===== config.mk =====
export PLATFORM = sky130hd
export DESIGN_NAME = demux_destino
export DESIGN_NICKNAME = d
export VERILOG_FILES = /design/src/rtl/roundrobin_pkg.sv /design/src/rtl/buffer_2x.sv /design/src/rtl/demux_destino.sv
export SDC_FILE = /design/constraint.sdc
export NUM_CORES = 1
export LEC_CHECK = 0
export ABC_CLOCK_PERIOD_IN_PS = 3400
export BUFFER_PORTS_ARGS = -buffer_cell sky130_fd_sc_hd__buf_2
export CORE_UTILIZATION = 53
export DETAILED_ROUTE_END_ITERATION = 8
export HOLD_SLACK_MARGIN = 0.02
export PLACE_DENSITY = 0.85
export SETUP_SLACK_MARGIN = 0.02
export SLEW_MARGIN = 20
export SYNTH_ARGS = -nofsm -noshare
export SYNTH_HDL_FRONTEND = slang
export SYNTH_HIERARCHICAL = 1
export SYNTH_SLANG_ARGS = --single-unit

===== constraint.sdc =====
create_clock -name clk -period 3.4 [get_ports clk]
set_input_delay 0 -clock clk [delete_from_list [all_inputs] [get_ports clk]]
set_output_delay 0 -clock clk [all_outputs]
set_load 0.005 [all_outputs]

===== src/rtl/roundrobin_pkg.sv =====
// Shared constants and helpers for the round-robin routing path.
package roundrobin_pkg;

   localparam int DATA_W    = 10;
   localparam int DEST_MSB  = DATA_W - 1;
   localparam int DEST_LSB  = DATA_W - 2;
   localparam int NUM_DEST  = 4;
   localparam int BUF_DEPTH = 2;
   localparam int OCC_W     = 2;

   typedef logic [DEST_MSB-DEST_LSB:0] dest_t;

   // One-hot push vector for a destination index.
   function automatic logic [NUM_DEST-1:0] dest_onehot(input dest_t d);
      logic [NUM_DEST-1:0] oh;
      oh    = '0;
      oh[d] = 1'b1;
      return oh;
   endfunction

endpackage


===== src/rtl/buffer_2x.sv =====
// Two-entry synchronous FIFO holding words waiting for their output FIFO.
module buffer_2x
   import roundrobin_pkg::*;
(
   input  logic              clk,
   input  logic              reset,
   input  logic              wr,
   input  logic [DATA_W-1:0] wr_data,
   input  logic              rd,
   output logic [OCC_W-1:0]  occ,
   output logic [DATA_W-1:0] head
);

   logic [DATA_W-1:0] mem [BUF_DEPTH];
   logic              wr_ptr;
   logic              rd_ptr;

   assign head = mem[rd_ptr];

   // Storage write; a write at full occupancy only happens alongside a read,
   // and the slot being overwritten is the one whose word leaves this edge.
   always_ff @(posedge clk or posedge reset) begin
      if (reset) begin
         mem[0] <= '0;
         mem[1] <= '0;
      end else if (wr) begin
         mem[wr_ptr] <= wr_data;
      end
   end

   // Pointer and occupancy bookkeeping.
   always_ff @(posedge clk or posedge reset) begin
      if (reset) begin
         wr_ptr <= 1'b0;
         rd_ptr <= 1'b0;
         occ    <= '0;
      end else begin
         if (wr) wr_ptr <= ~wr_ptr;
         if (rd) rd_ptr <= ~rd_ptr;
         case ({wr, rd})
            2'b10:   occ <= occ + 2'd1;
            2'b01:   occ <= occ - 2'd1;
            default: occ <= occ;
         endcase
      end
   end

endmodule


===== src/rtl/demux_destino.sv =====
// Routes buffered words to output FIFO P0..P3 by destination field, with
// head-of-line blocking and a stall back to the arbiter.
module demux_destino
   import roundrobin_pkg::*;
(
   input  logic              clk,
   input  logic              reset,
   input  logic              valid_in,
   input  logic [DATA_W-1:0] data_in,
   input  logic              almost_full_P0,
   input  logic              almost_full_P1,
   input  logic              almost_full_P2,
   input  logic              almost_full_P3,
   output logic              push_P0,
   output logic              push_P1,
   output logic              push_P2,
   output logic              push_P3,
   output logic [DATA_W-1:0] data_out,
   output logic              stall,
   output logic              overflow_err
);

   logic [OCC_W-1:0]    occ;
   logic [DATA_W-1:0]   head;
   logic [NUM_DEST-1:0] almost_full;
   logic [NUM_DEST-1:0] push_q;
   dest_t               dest;
   logic                not_empty;
   logic                blocked;
   logic                drain;
   logic                accept;

   buffer_2x u_buffer (
      .clk     (clk),
      .reset   (reset),
      .wr      (accept),
      .wr_data (data_in),
      .rd      (drain),
      .occ     (occ),
      .head    (head)
   );

   assign almost_full = {almost_full_P3, almost_full_P2, almost_full_P1, almost_full_P0};

   // Only the head's destination backpressure matters; a word can leave and
   // another enter in the same cycle even when the buffer is full.
   always_comb begin
      dest      = head[DEST_MSB:DEST_LSB];
      not_empty = (occ != '0);
      blocked   = not_empty && almost_full[dest];
      drain     = not_empty && !blocked;
      accept    = valid_in && ((occ < OCC_W'(BUF_DEPTH)) || drain);
      stall     = (occ == OCC_W'(BUF_DEPTH)) || ((occ == OCC_W'(1)) && blocked);
   end

   // Registered push strobe and shared data word; data holds when idle.
   always_ff @(posedge clk or posedge reset) begin
      if (reset) begin
         push_q   <= '0;
         data_out <= '0;
      end else if (drain) begin
         push_q   <= dest_onehot(dest);
         data_out <= head;
      end else begin
         push_q   <= '0;
      end
   end

   // Sticky error for a word that arrived with no slot to land in.
   always_ff @(posedge clk or posedge reset) begin
      if (reset) begin
         overflow_err <= 1'b0;
      end else if (valid_in && !accept) begin
         overflow_err <= 1'b1;
      end
   end

   assign push_P0 = push_q[0];
   assign push_P1 = push_q[1];
   assign push_P2 = push_q[2];
   assign push_P3 = push_q[3];

endmodule


**Word-level counts from Yosys, hierarchy flattened**

Cells that the tools add are included.

- Register bits: 39
- Input bits: 17
- Output and inout bits: 16

- Add/subtract/negate cells: 2
- $lt $le $gt $ge: 6
- Eq/ne operators: 4
- Multiplexer cells: 12
- Bitwise gates (word level): 4
- Reductions and logical operators: 13

Operator list:

| operator | count |
|---|---|
| 10-bit 2-to-1 mux | 4 |
| 20-bit bitwise mux | 1 |
| 10-bit demux with 1-bit select | 1 |
| 1-bit logical AND | 7 |
| 2-bit by 1-bit equality test with 1-bit output, second input constant | 2 |
| 2-bit equality test, second input constant | 2 |
| 2-bit greater-or-equal comparator, second input constant | 2 |
| 4-bit 2-to-1 mux | 1 |
| 1-bit inverter with 2-bit output | 2 |
| 2-bit one-hot mux with 2 select lines | 1 |
| 2-bit nonzero test | 2 |
| 2-bit by 3-bit less-than comparator with 1-bit output, second input constant | 1 |
| 2-bit by 1-bit adder with 2-bit output, second input constant | 1 |
| 1-bit binary-select mux with 2-bit select | 1 |
| 1-bit demux with 2-bit select | 1 |
| 2-bit by 1-bit greater-or-equal comparator with 1-bit output, second input constant | 1 |
| 1-bit logical NOT | 2 |
| 1-bit logical OR | 2 |
| 2-bit by 1-bit less-than comparator with 1-bit output, second input constant | 1 |
| 2-bit less-than comparator, second input constant | 1 |
| 1-bit 2-to-1 mux | 2 |
| 1-bit inverter | 2 |
| 2-bit by 1-bit subtractor with 2-bit output, second input constant | 1 |

**Logic depth before layout (Yosys ltp)**

- Word-level depth: 13
- Depth in mapped cells: 10
- Gate-level depth less buffers: 8

**Hierarchy**

Netlist, hierarchy kept.

By module, submodules not included:

| module | instances | cells each | area an instance (um2) |
|---|---|---|---|
| buffer_2x | 1 | 66 | 1028.5 |
| demux_destino | 1 | 43 | 638.1 |

**Least setup slack after synthesis**

OpenSTA, ideal clock, no wires.

- Path kind: reg-to-reg
- Start: register u_buffer.rd_ptr
- End: register u_buffer/mem[10] (netlist bit)
- Library setup time: 0.125 ns
- Arrival time: 2.458 ns
- Required time: 3.275 ns
- Setup slack: 0.817 ns
- Stages on the path, launching flop included: 8
- Path buffers: 1
- Clock period less this slack: 2.583 ns
- Cells stage by stage: dfrtp_1 -> buf_2 -> mux2_2 -> mux4_1 -> a21boi_0 -> inv_2 -> nor2_4 -> mux2_2

- Word-level cells in the longest chain between the ends: 11

RTL lines:

| element | line | RTL |
|---|---|---|
| start, declared | buffer_2x.sv:16 | `logic rd_ptr;` |
| start signal, assigned | buffer_2x.sv:39 | `if (rd) rd_ptr <= ~rd_ptr;` |
| 1-bit inverter with 2-bit output (implied by the code) | buffer_2x.sv:18 | `assign head = mem[rd_ptr];` |
| 10-bit 2-to-1 mux (implied by the code) (3 in series) | buffer_2x.sv:18 |  |
| net head[8] | demux_destino.sv:24 | `logic [DATA_W-1:0] head;` |
| 1-bit binary-select mux with 2-bit select | demux_destino.sv:50 | `blocked = not_empty && almost_full[dest];` |
| 1-bit 2-to-1 mux (implied by the code) | demux_destino.sv:50 |  |
| 1-bit logical AND | demux_destino.sv:50 |  |
| 1-bit logical NOT | demux_destino.sv:51 | `drain = not_empty && !blocked;` |
| 1-bit logical AND | demux_destino.sv:51 |  |
| 1-bit logical OR | demux_destino.sv:52 | `accept = valid_in && ((occ < OCC_W'(BUF_DEPTH)) \|\| drain);` |
| 1-bit logical AND | demux_destino.sv:52 |  |
| net accept | demux_destino.sv:31 | `logic accept;` |
| end signal, assigned by index | buffer_2x.sv:27 | `mem[wr_ptr] <= wr_data;` |
| end, declared | buffer_2x.sv:14 | `logic [DATA_W-1:0] mem [BUF_DEPTH];` |

The timed path passes the listed nets, and every way through them passes these cells. The select of a mux whose other input is x is not followed.
A chain may end at the register's enable or synchronous reset.

**Final worst setup path**

- Start: register u_buffer.rd_ptr
- End: register u_buffer/mem[13] (netlist bit)

Same word-level chain as after synthesis.

==> results.yml <==
placed_design:
  pre_cts_ws_ns: 0.535
  place_area_sq_mm: 0.00187
  dp_hpwl_mm: 2.07
  gp_congestion: 0.765
  port_buffers: 32
die:
  die_x_microns: 58.1
  row_count: 19
  ios: 33
  coreArea_sq_mm: 0.00288
  dieArea_sq_mm: 0.00337
  start_util_pct: 57.9
  die_h_microns: 58.1
routing:
  wl_mm: 3.24
  vias: 1047
  drc_errors: 0
  wire_per_inst_microns: 15.8
  vias_per_cell: 5.11
  dr.pass1.iters: 5
  ant_nets: 0
  drt_iter0_drc: 11
critical_path:
  ff2ff_path_depth: 6
  critPathKind: "reg2reg"
  startpoint_type: "flop"
  r2r-end: "u_buffer/mem[13]"
  end_kind: "flop"
  reg2reg_slack_ns: 0.49
  arrival_ns: 3.13
  crit_required_ns: 3.62
  crit_fanout: 11
  worstReg2RegStart: "u_buffer/rd_ptr"
global_route:
  grt-ovfl-total: 0
  grtUsageMet2_pct: 36.3
  gr-usage-met1_pct: 27.9
  grt-busiest-layer: "met2"
  grt_pass1_wl_mm: 5.27
  grt_use_total_pct: 21.5
  grt_max_degree: 25
  grt_use_met3_pct: 4.91
  grt_pass1_vias: 1131
  grt_antenna_before_repair: 0
sta:
  slew_violations: 0
  period_needed_ns: 2.91
  finClkSkew_ns: 0.00649
  rsz0062_at_grt: "no"
  worst_pin_slew_ns: 0.907
  fin_crit_sh_pct: 85.5
  fin_setup_tns_ns: 0
  relSlewSlack_pct: 39.5
  finalSetupViolCount: 0
  hold_viol_final: 0
  fmax_ghz: 0.344
  fin_ws_ns: 0.492
clock_tree:
  cts_max_level: 2
  clk_pin_slew_worst_paths_ns: 0.12
  post_cts_buffers: 0
  cts-root-buf: "clkbuf_4"
  cts_buffer_depth: 2
  cts_buffers: 5
  cts_tree: "done"
  insertion_delay_ns: 0.33
  clock-sinks: 39
yosys:
  yosys_warnings: 6
  yosysTopAreaCellShare_pct: 58.6
  synth-seq-cells: 39
  synth.avg_cell_area_sq_um: 15.3
  ys_seq_area_share_pct: 58.6
  synth_top_area_cell: "dfrtp_1"
  syn_inst: 109
  synth_nets: 127
  syn_area_sq_mm: 0.00167
  synthTopCellsByArea: "dfrtp_1 (59%), mux2_2 (27%), mux4_1 (1.6%), xor2_1 (1.6%), o21ai_0 (1.2%)"
  synth_cell_types: 22
final_layout:
  num_antenna_cells: 0
  layout-drive-gt1-share_pct: 52.8
  area_growth_pct: 26.8
  final_cell_mix: "mux2_2 (40), dfrtp_1 (39), buf_2 (32)"
  nets: 180
  final_cell_area_sq_mm: 0.00211
  num-fill-cells: 174
  final_common_cell: "mux2_2"
min_path:
  hold_path_class: "in2async"
power_and_ir_drop:
  pwr-share-clk_pct: 15.4
  p_int_w: 0.00141
  vdd_drop_max_mv: 0.632
  pwr-share-seq_pct: 40.8
  p_per_area_mw_per_mm2: 985
  combPwrFrac_pct: 43.8
  p_switching_w: 0.000676
  switching_share_pct: 32.5
  p_leak_nw: 0.961
flow_run:
  max_cap_viol_count: 0
status:
  outcome: "finished clean"
## registers in the layout (all words and copies together) (netlist names)
register and count:
u_buffer/mem 20, data_out 10, push_q 4, u_buffer/occ 2
overflow_err 1, u_buffer/rd_ptr 1, u_buffer/wr_ptr 1
## worst max-delay path by stage
stage | cells after the start | slack [ns] | startpoint | to
floorplan | 7 | 0.82 | u_buffer/rd_ptr | u_buffer/mem[10]
global placement | 6 | 0.57 | u_buffer/rd_ptr | u_buffer/mem[14]
detailed placement | 6 | 0.53 | u_buffer/rd_ptr | u_buffer/mem[10]
CTS | 6 | 0.50 | u_buffer/rd_ptr | u_buffer/mem[13]
global route | 6 | 0.33 | u_buffer/rd_ptr | u_buffer/mem[15]
finish | 6 | 0.49 | u_buffer/rd_ptr | u_buffer/mem[13]
## Yosys cell counts, drive strengths merged
cell	n
nand3	1
nand2	1
o22ai	1
mux2	41
o21bai	1
nor2	2
mux4	1
buf	2
xnor2	2
a31o	1
ha	1
nor3	2
o21ai	4
a21boi	1
inv	4
xor2	3
dfrtp	39
nor3b	2
## worst max-delay path: stages, from the launching register on
cell,delay [ns]
dfrtp_1,0.64
mux2_2,0.42
mux4_1,0.51
a21boi_0,0.45
inv_2,0.11
nor2_4,0.29
mux2_2,0.38
## power groups by stage
stage	combinational, W	sequential, W	clock, W
finish	0.000912	0.000850	0.000320
global route	0.000998	0.000878	0.000344
CTS	0.000917	0.000847	0.000327
detailed placement	0.000898	0.000856	0
global placement	0.000862	0.000840	0
floorplan	0.000710	0.000814	0
## metal layers
| metal | share of wire [%] | vias to the layer above |
|---|---|---|
| li1 | - | 498 |
| met1 | 44 | 524 |
| met2 | 52 | 20 |
| met3 | 2.7 | 5 |
| met4 | 1.2 | 0 |
| met5 | 0 | - |
## per-stage QoR
stage	utilization [%]	power [W]	hold slack, ns	cells
2_1_floorplan	-	0.00152	-0.0985	109
4_1_cts	73.5	0.00209	0.305	205
6_report	73.5	0.00208	0.296	205
5_1_grt	73.5	0.00222	0.339	205
3_5_place_dp	64.9	0.00175	0.125	181
3_3_place_gp	64.9	0.00170	0.101	181
## kinds of logic after synthesis
group                    synth area share [%]
AO/OA/AOI/OAI                            3.83
XOR/XNOR                                 2.63
buffers and inverters                    1.65
adder cells (fa/ha/maj)                 0.751
multiplexers                             29.5
AND/OR/NAND/NOR                          3.08
flip-flops                               58.6
## layout make-up
class	count	area [sq um]	share of cell area (%)
Inverter	4	15.0	0.710
Tap cell	42	52.6	2.49
Sequential cell	39	976	46.2
Clock buffer	6	51.3	2.43
Timing Repair Buffer	48	320	15.2
Multi-Input combinational cell	64	663	31.4
Clock inverter	2	35.0	1.66
## what timing repair did
| action | in CTS | in global routing |
|---|---|---|
| hold buffers | 16 | 0 |
| hold endpoints to repair | 64 | 0 |
| gates resized for setup | 0 | 0 |
Power figures use the tool's default switching activity.
